**config.mk**
```make
export PLATFORM = sky130hd
export DESIGN_NAME = adc_snap_ctrl_flat
export DESIGN_NICKNAME = d
export VERILOG_FILES = /design/src/rtl/adc_snap_pkg.sv /design/src/rtl/adc_snap_ctrl_if.sv /design/src/rtl/adc_snap_trig.sv /design/src/rtl/adc_snap_ctrl.sv /design/src/flat_wrapper.sv
export SDC_FILE = /design/constraint.sdc
export NUM_CORES = 1
export LEC_CHECK = 0
export CAP_MARGIN = 20
export CORE_UTILIZATION = 47
export CTS_CLUSTER_DIAMETER = 60
export DETAILED_ROUTE_END_ITERATION = 10
export PLACE_DENSITY = 0.78
export SLEW_MARGIN = 20
export SYNTH_ARGS = -nofsm -noshare
export SYNTH_HDL_FRONTEND = slang
export SYNTH_SLANG_ARGS = --single-unit
```
**constraint.sdc**
```tcl
create_clock -name adc_clk -period 2.5 [get_ports adc_clk]
set_input_delay 0.5 -clock adc_clk [delete_from_list [all_inputs] [get_ports adc_clk]]
set_output_delay 0.5 -clock adc_clk [all_outputs]
set_load 0.05 [all_outputs]
```
**src/rtl/adc_snap_pkg.sv**
```systemverilog
// Shared types and constants for the ADC snapshot capture sequencer.
package adc_snap_pkg;

    typedef enum logic [2:0] {
        IDLE,
        ARMED,
        DELAY,
        CAPTURE,
        DONE
    } snap_state_t;

    localparam logic [1:0] TRIG_IMM  = 2'd0;
    localparam logic [1:0] TRIG_SYNC = 2'd1;
    localparam logic [1:0] TRIG_EXT  = 2'd2;
    localparam logic [1:0] TRIG_SW   = 2'd3;

    localparam int SAMPLE_W = 12;
    localparam int LANES    = 4;

    function automatic logic is_busy(snap_state_t s);
        return (s == ARMED) || (s == DELAY) || (s == CAPTURE);
    endfunction

endpackage

```
**src/rtl/adc_snap_ctrl_if.sv**
```systemverilog
// Snapshot BRAM write port: the sequencer drives it, the BRAM wrapper consumes it.
interface adc_snap_ctrl_if #(
    parameter int ADDR_W = 10,
    parameter int DATA_W = 96
);
    logic              bram_we;
    logic [ADDR_W-1:0] bram_addr;
    logic [DATA_W-1:0] bram_din;

    modport master (
        output bram_we,
        output bram_addr,
        output bram_din
    );

    modport slave (
        input bram_we,
        input bram_addr,
        input bram_din
    );
endinterface

```
**src/rtl/adc_snap_trig.sv**
```systemverilog
// Trigger source selection with user_sync rising-edge detect; fires only while ARMED.
module adc_snap_trig
    import adc_snap_pkg::*;
(
    input  logic       clk,
    input  logic       rst_n,
    input  logic       armed,
    input  logic [1:0] trig_sel,
    input  logic       user_sync,
    input  logic       ext_trig,
    input  logic       ctrl_trig,
    output logic       trig_fire
);

    logic sync_d_reg;
    logic src_hit;

    // Tracks user_sync in every state so a level held across arm is never seen as an edge.
    always_ff @(posedge clk or negedge rst_n) begin
        if (!rst_n) begin
            sync_d_reg <= 1'b0;
        end else begin
            sync_d_reg <= user_sync;
        end
    end

    always_comb begin
        src_hit = 1'b0;
        case (trig_sel)
            TRIG_IMM:  src_hit = 1'b1;
            TRIG_SYNC: src_hit = user_sync & ~sync_d_reg;
            TRIG_EXT:  src_hit = ext_trig;
            TRIG_SW:   src_hit = ctrl_trig;
            default:   src_hit = 1'b0;
        endcase
    end

    assign trig_fire = armed & src_hit;

endmodule

```
**src/rtl/adc_snap_ctrl.sv**
```systemverilog
// ADC snapshot capture sequencer: arm, trigger, optional delay, fixed-length burst into BRAM.
// Optional ADC_SNAP_TIMESTAMP_EN adds a free-running cycle counter and status_ts trigger stamp.
module adc_snap_ctrl
    import adc_snap_pkg::*;
#(
    parameter int ADDR_W  = 10,
    parameter int DATA_W  = 96,
    parameter int DELAY_W = 16
) (
    input  logic               adc_clk,
    input  logic               adc_rst_n,
    input  logic               ctrl_arm,
    input  logic               ctrl_trig,
    input  logic [1:0]         ctrl_trig_sel,
    input  logic [DELAY_W-1:0] ctrl_delay,
    input  logic [ADDR_W-1:0]  ctrl_len,
    input  logic [DATA_W-1:0]  din,
    input  logic               user_sync,
    input  logic               ext_trig,
    adc_snap_ctrl_if.master    bram,
    output logic               status_busy,
    output logic               status_done,
    output logic [ADDR_W:0]    status_count
`ifdef ADC_SNAP_TIMESTAMP_EN
    ,
    output logic [31:0]        status_ts
`endif
);

    localparam int NUM_LANES = DATA_W / SAMPLE_W;
    localparam logic [ADDR_W:0] LEN_MAX = {1'b1, {ADDR_W{1'b0}}};

    snap_state_t        state_reg, state_next;
    logic [1:0]         sel_reg;
    logic [DELAY_W-1:0] delay_reg;
    logic [ADDR_W:0]    len_reg;
    logic [DELAY_W-1:0] dly_cnt_reg, dly_cnt_next;
    logic [ADDR_W:0]    count_reg, count_next;
    logic               done_reg, done_next;
    logic               we_reg, we_next;
    logic               load_din;
    logic               trig_fire;
    logic [SAMPLE_W-1:0] lane_reg [NUM_LANES];

    adc_snap_trig u_trig (
        .clk       (adc_clk),
        .rst_n     (adc_rst_n),
        .armed     (state_reg == ARMED),
        .trig_sel  (sel_reg),
        .user_sync (user_sync),
        .ext_trig  (ext_trig),
        .ctrl_trig (ctrl_trig),
        .trig_fire (trig_fire)
    );

    always_ff @(posedge adc_clk or negedge adc_rst_n) begin
        if (!adc_rst_n) begin
            sel_reg   <= '0;
            delay_reg <= '0;
            len_reg   <= '0;
        end else if (ctrl_arm) begin
            sel_reg   <= ctrl_trig_sel;
            delay_reg <= ctrl_delay;
            len_reg   <= (ctrl_len == '0) ? LEN_MAX : {1'b0, ctrl_len};
        end
    end

    always_ff @(posedge adc_clk or negedge adc_rst_n) begin
        if (!adc_rst_n) begin
            state_reg   <= IDLE;
            dly_cnt_reg <= '0;
            count_reg   <= '0;
            done_reg    <= 1'b0;
            we_reg      <= 1'b0;
        end else begin
            state_reg   <= state_next;
            dly_cnt_reg <= dly_cnt_next;
            count_reg   <= count_next;
            done_reg    <= done_next;
            we_reg      <= we_next;
        end
    end

    // Entering CAPTURE already loads the first word, so bram_we is high on every CAPTURE cycle.
    always_comb begin
        state_next   = state_reg;
        dly_cnt_next = dly_cnt_reg;
        count_next   = count_reg;
        done_next    = done_reg;
        we_next      = 1'b0;
        load_din     = 1'b0;
        if (ctrl_arm) begin
            state_next = ARMED;
            count_next = '0;
            done_next  = 1'b0;
        end else begin
            case (state_reg)
                ARMED: begin
                    if (trig_fire) begin
                        if (delay_reg != '0) begin
                            state_next   = DELAY;
                            dly_cnt_next = delay_reg;
                        end else begin
                            state_next = CAPTURE;
                            we_next    = 1'b1;
                            load_din   = 1'b1;
                        end
                    end
                end
                DELAY: begin
                    if (dly_cnt_reg == DELAY_W'(1)) begin
                        state_next   = CAPTURE;
                        dly_cnt_next = '0;
                        we_next      = 1'b1;
                        load_din     = 1'b1;
                    end else begin
                        dly_cnt_next = dly_cnt_reg - 1'b1;
                    end
                end
                CAPTURE: begin
                    count_next = count_reg + 1'b1;
                    if (count_reg == len_reg - 1'b1) begin
                        state_next = DONE;
                        done_next  = 1'b1;
                    end else begin
                        we_next  = 1'b1;
                        load_din = 1'b1;
                    end
                end
                default: ;
            endcase
        end
    end

    genvar gi;
    generate
        for (gi = 0; gi < NUM_LANES; gi++) begin : g_lane
            always_ff @(posedge adc_clk or negedge adc_rst_n) begin
                if (!adc_rst_n) begin
                    lane_reg[gi] <= '0;
                end else if (load_din) begin
                    lane_reg[gi] <= din[gi*SAMPLE_W +: SAMPLE_W];
                end
            end
            assign bram.bram_din[gi*SAMPLE_W +: SAMPLE_W] = lane_reg[gi];
        end
    endgenerate

    assign bram.bram_we   = we_reg;
    assign bram.bram_addr = count_reg[ADDR_W-1:0];
    assign status_busy    = is_busy(state_reg);
    assign status_done    = done_reg;
    assign status_count   = count_reg;

`ifdef ADC_SNAP_TIMESTAMP_EN
    logic [31:0] ts_cnt_reg;
    logic [31:0] ts_reg;

    always_ff @(posedge adc_clk or negedge adc_rst_n) begin
        if (!adc_rst_n) begin
            ts_cnt_reg <= '0;
            ts_reg     <= '0;
        end else begin
            ts_cnt_reg <= ts_cnt_reg + 32'd1;
            if (trig_fire && !ctrl_arm) begin
                ts_reg <= ts_cnt_reg;
            end
        end
    end

    assign status_ts = ts_reg;
`endif

endmodule

```
**src/flat_wrapper.sv**
```systemverilog
// flat-port wrapper written by rule: the top's interface ports become plain ports
module adc_snap_ctrl_flat import adc_snap_pkg::*;
#(
    parameter int ADDR_W  = 10,
    parameter int DATA_W  = 96,
    parameter int DELAY_W = 16
)
  (adc_clk, adc_rst_n, ctrl_arm, ctrl_trig, ctrl_trig_sel, ctrl_delay, ctrl_len, din, user_sync, ext_trig, status_busy, status_done, status_count, bram_bram_we, bram_bram_addr, bram_bram_din);
  adc_snap_ctrl_if #(.ADDR_W(ADDR_W), .DATA_W(DATA_W)) bram_i ();
  input  logic adc_clk;
  input  logic adc_rst_n;
  input  logic ctrl_arm;
  input  logic ctrl_trig;
  input  logic [1:0] ctrl_trig_sel;
  input  logic [DELAY_W-1:0] ctrl_delay;
  input  logic [ADDR_W-1:0] ctrl_len;
  input  logic [DATA_W-1:0] din;
  input  logic user_sync;
  input  logic ext_trig;
  output logic status_busy;
  output logic status_done;
  output logic [ADDR_W:0] status_count;
  output wire logic [$bits(bram_i.bram_we)-1:0] bram_bram_we;
  output wire logic [$bits(bram_i.bram_addr)-1:0] bram_bram_addr;
  output wire logic [$bits(bram_i.bram_din)-1:0] bram_bram_din;
  assign bram_bram_we = bram_i.bram_we;
  assign bram_bram_addr = bram_i.bram_addr;
  assign bram_bram_din = bram_i.bram_din;
  adc_snap_ctrl #(.ADDR_W(ADDR_W), .DATA_W(DATA_W), .DELAY_W(DELAY_W)) u_core (.adc_clk(adc_clk), .adc_rst_n(adc_rst_n), .ctrl_arm(ctrl_arm), .ctrl_trig(ctrl_trig), .ctrl_trig_sel(ctrl_trig_sel), .ctrl_delay(ctrl_delay), .ctrl_len(ctrl_len), .din(din), .user_sync(user_sync), .ext_trig(ext_trig), .bram(bram_i), .status_busy(status_busy), .status_done(status_done), .status_count(status_count));
endmodule
```
==> out/results.txt <==
status - finished, violations left
failing checks - setup timing
Inserted Clock Buffers - 17
clk_lat worst skew - 430 ps
net switching power figure - 0.00539 W
Synthesis Warnings - 0
Hold WS - 8.79 ps
part of the power in combinational logic - 49.0%
Worst Tran Pin Value - 608 ps
initial DRC count - 1383
max FFs per register - 96
CP Cell Sequence - or3_4, or3_4, xnor2_4, o311ai_4, and3_4, buf_12, clkbuf_16, o211ai_1
Pleak - 5.87 nW
clock sinks - 158
# Max-Cap Violations - 0
cell area after placement - 14500 um2
first-pass iteration count of the detailed router - 6
CTS Root Cell - clkbuf_16
Fill cells - 1913
io pins - 250
die extent in y - 157 um
Max Clk Rate - 393 MHz
Top delay family on crit path - simple AND/OR/NAND/NOR gates
final hold violation count - 0
internal power - 0.00661 W
share of layout cells above drive strength 1 - 15.4%
clock share of power - 21.1%
gp weighted congestion - 0.939
cell mode on critical path - or3_4
post-synth design cell area - 11300 um2
Post-synth EDFFs - 0
Rows - 56
drt total wl - 38800 um
ys flop type - dfrtp_1
fin util - 66.6%
Starting Density - 48.1%
Vias - 12500
critical path data required time - 2790 ps
crit-path max FO - 5
nets - 1724
final total power - 0.0120 W
slew margin rel. - 59.5%
Die W - 157 um
Setup crit end kind - flop
kind of critical path - flop to flop
Worst VDD drop - 0.434 mV
Seq/Total Area, Yosys - 34.9%
total gr overflow - 0
final setup TNS - -649 ps
Die Area - 24700 um2
Syn Nets - 1524
CTS max path bufs - 2
minimum clock period - 2540 ps
vias in the first global route - 11600
first-pass GRT wire length - 59600 um
Slowest-stage cell, CP - dfrtp_1
post-detailed-route via-to-cell ratio - 6.52
Hold Crit Class - input port to async pin
RSZ-0062 raised after global routing - true
Core Box Area - 23500 um2
Post-CTS Hold Buffers - 0
Clock transition at path regs - 70 ps
WL/cell - 20.2 um
Slew Viols, Final - 0
final worst setup slack - -44.1 ps
Async SR Flop Fraction - 100%
Setup crit start kind - flop
crit path buf inv count - 2
critical path arrival - 2830 ps
port bufs - 249
Sw Share - 44.9%
antenna violations before repair - 1
htree depth - 4
number of routed nets with antenna violations - 0
fin crit share - 102%
CTS tree - built
DRC viols - 0
Synth-to-Final Area Change - 38.4%
largest net degree at the start of global routing - 102
Final setup violation count - 45
Synth Register Bits - 158
fin area - 15700 um2
Yosys cell types - 58
Mapped Cells - 1390
Flop pwr share - 29.9%
final HPWL from detailed placement - 23600 um
Avg Inst Size Synth - 8.15 um2
GR Util All Layers - 30.0%
PD cells - 766 nW/um2
clk_skew - 18.1 ps
slowest stage delay, CP - 400 ps
==> path summary, 6_finish.rpt <==
path / startpoint / endpoint / slack [ps] / depth (start not counted)
min in group adc_clk: user_sync / u_core.u_trig.sync_d_reg / 320 / 1
min: adc_rst_n / u_core.delay_reg[7] / 9 / 1
max reg2reg: u_core.len_reg[1] / u_core.bram.bram_din[47] / -40 / 8
max: u_core.len_reg[1] / u_core.bram.bram_din[47] / -40 / 8
min reg2reg: u_core.status_done / u_core.status_done / 540 / 2
max in group asynchronous: adc_rst_n / u_core.bram.bram_din[46] / 1750 / 2
==> per-stage QoR <==
| step | cells | setup WS (ps) |
|---|---|---|
| final | 1923 | -44.1 |
| after global routing | 1923 | -111 |
| after CTS | 1910 | -17.9 |
| after detailed placement | 1863 | -611 |
| after global placement | 1863 | -543 |
| after floorplan | 1390 | -11.8 |
==> logic make-up (layout without fill, tap and decap cells) <==
family,Yosys count,count (layout),synth area share (%)
other,0,1,0
AO/OA/AOI/OAI,472,472,31.0
adder cells (fa/ha/maj),4,4,0.442
XOR/XNOR,19,19,1.47
AND/OR/NAND/NOR,431,431,19.4
flip-flops,158,158,34.9
buffers and inverters,280,493,10.2
multiplexers,26,26,2.57
==> synth_stat cells (5+ instances only) <==
cell type	n	area share, %
dfrtp_1	158	35
nor2_1	134	4.4
clkbuf_1	132	4.4
a21oi_1	123	5.4
nand4_1	106	5.9
inv_1	105	3.5
nand3_1	101	4.5
a211oi_1	98	6.5
a311oi_1	97	7.5
o211ai_1	57	3.8
o211ai_2	40	4.4
o21ai_0	33	1.5
nand2_1	26	0.86
mux2_2	25	2.5
buf_2	14	0.62
nor3_1	13	0.57
buf_4	12	0.80
xor2_1	12	0.93
buf_1	11	0.36
nor4_1	9	0.50
nor2b_1	8	0.44
and3_1	7	0.39
xnor2_1	7	0.54
buf_6	5	0.50
==> layer usage <==
layer  global-route usage, %  part of all wire [%]  up-vias
li1                        -                     -     5669
met1                    38.3                    40     6083
met4                    13.0                   3.0        0
met2                    48.9                    48      699
met3                    6.42                   9.1       92
met5                       0                     0        -
==> placed cells by master (no fill, tap or decap), drive strengths merged, types with 8 or more instances in the layout <==
master and n:
clkdlybuf4s50 245, clkbuf 24, nor4 11, nand3 101, nor3 13, xor2 12, dfrtp 158, a311oi 97
o21ai 34, o211ai 97, nand4 106, a21oi 123, nand2 26, mux2 25, buf 104, nor2 134
inv 111, a211oi 98, nor2b 8
==> layout make-up <==
class                      instances  area (um2)  area share, %
antenna                            1        2.50         0.0160
inverter                         106         403           2.57
tap                              319         399           2.55
timing repair buffer             355        3920           25.0
sequential                       158        3960           25.2
clock buffer                      20         447           2.85
clock inverter                    12         101          0.646
multi-input combinational        952        6450           41.2
==> timing repair <==
item	4_1_cts	5_1_grt
buffers inserted	11	7
gates resized for setup	26	34
setup endpoints to repair	97	99
cloned	4	6
hold endpoints to repair	0	0
pin swaps	12	23
==> power by group through the flow <==
stage          Combinational, W  Sequential, W  Clock (W)
2_1_floorplan           0.00245        0.00485          0
6_report                0.00588        0.00359    0.00253
5_1_grt                 0.00633        0.00365    0.00266
3_5_place_dp            0.00566        0.00359          0
4_1_cts                 0.00575        0.00356    0.00257
3_3_place_gp            0.00551        0.00359          0
Power figures use the tool's default switching activity.
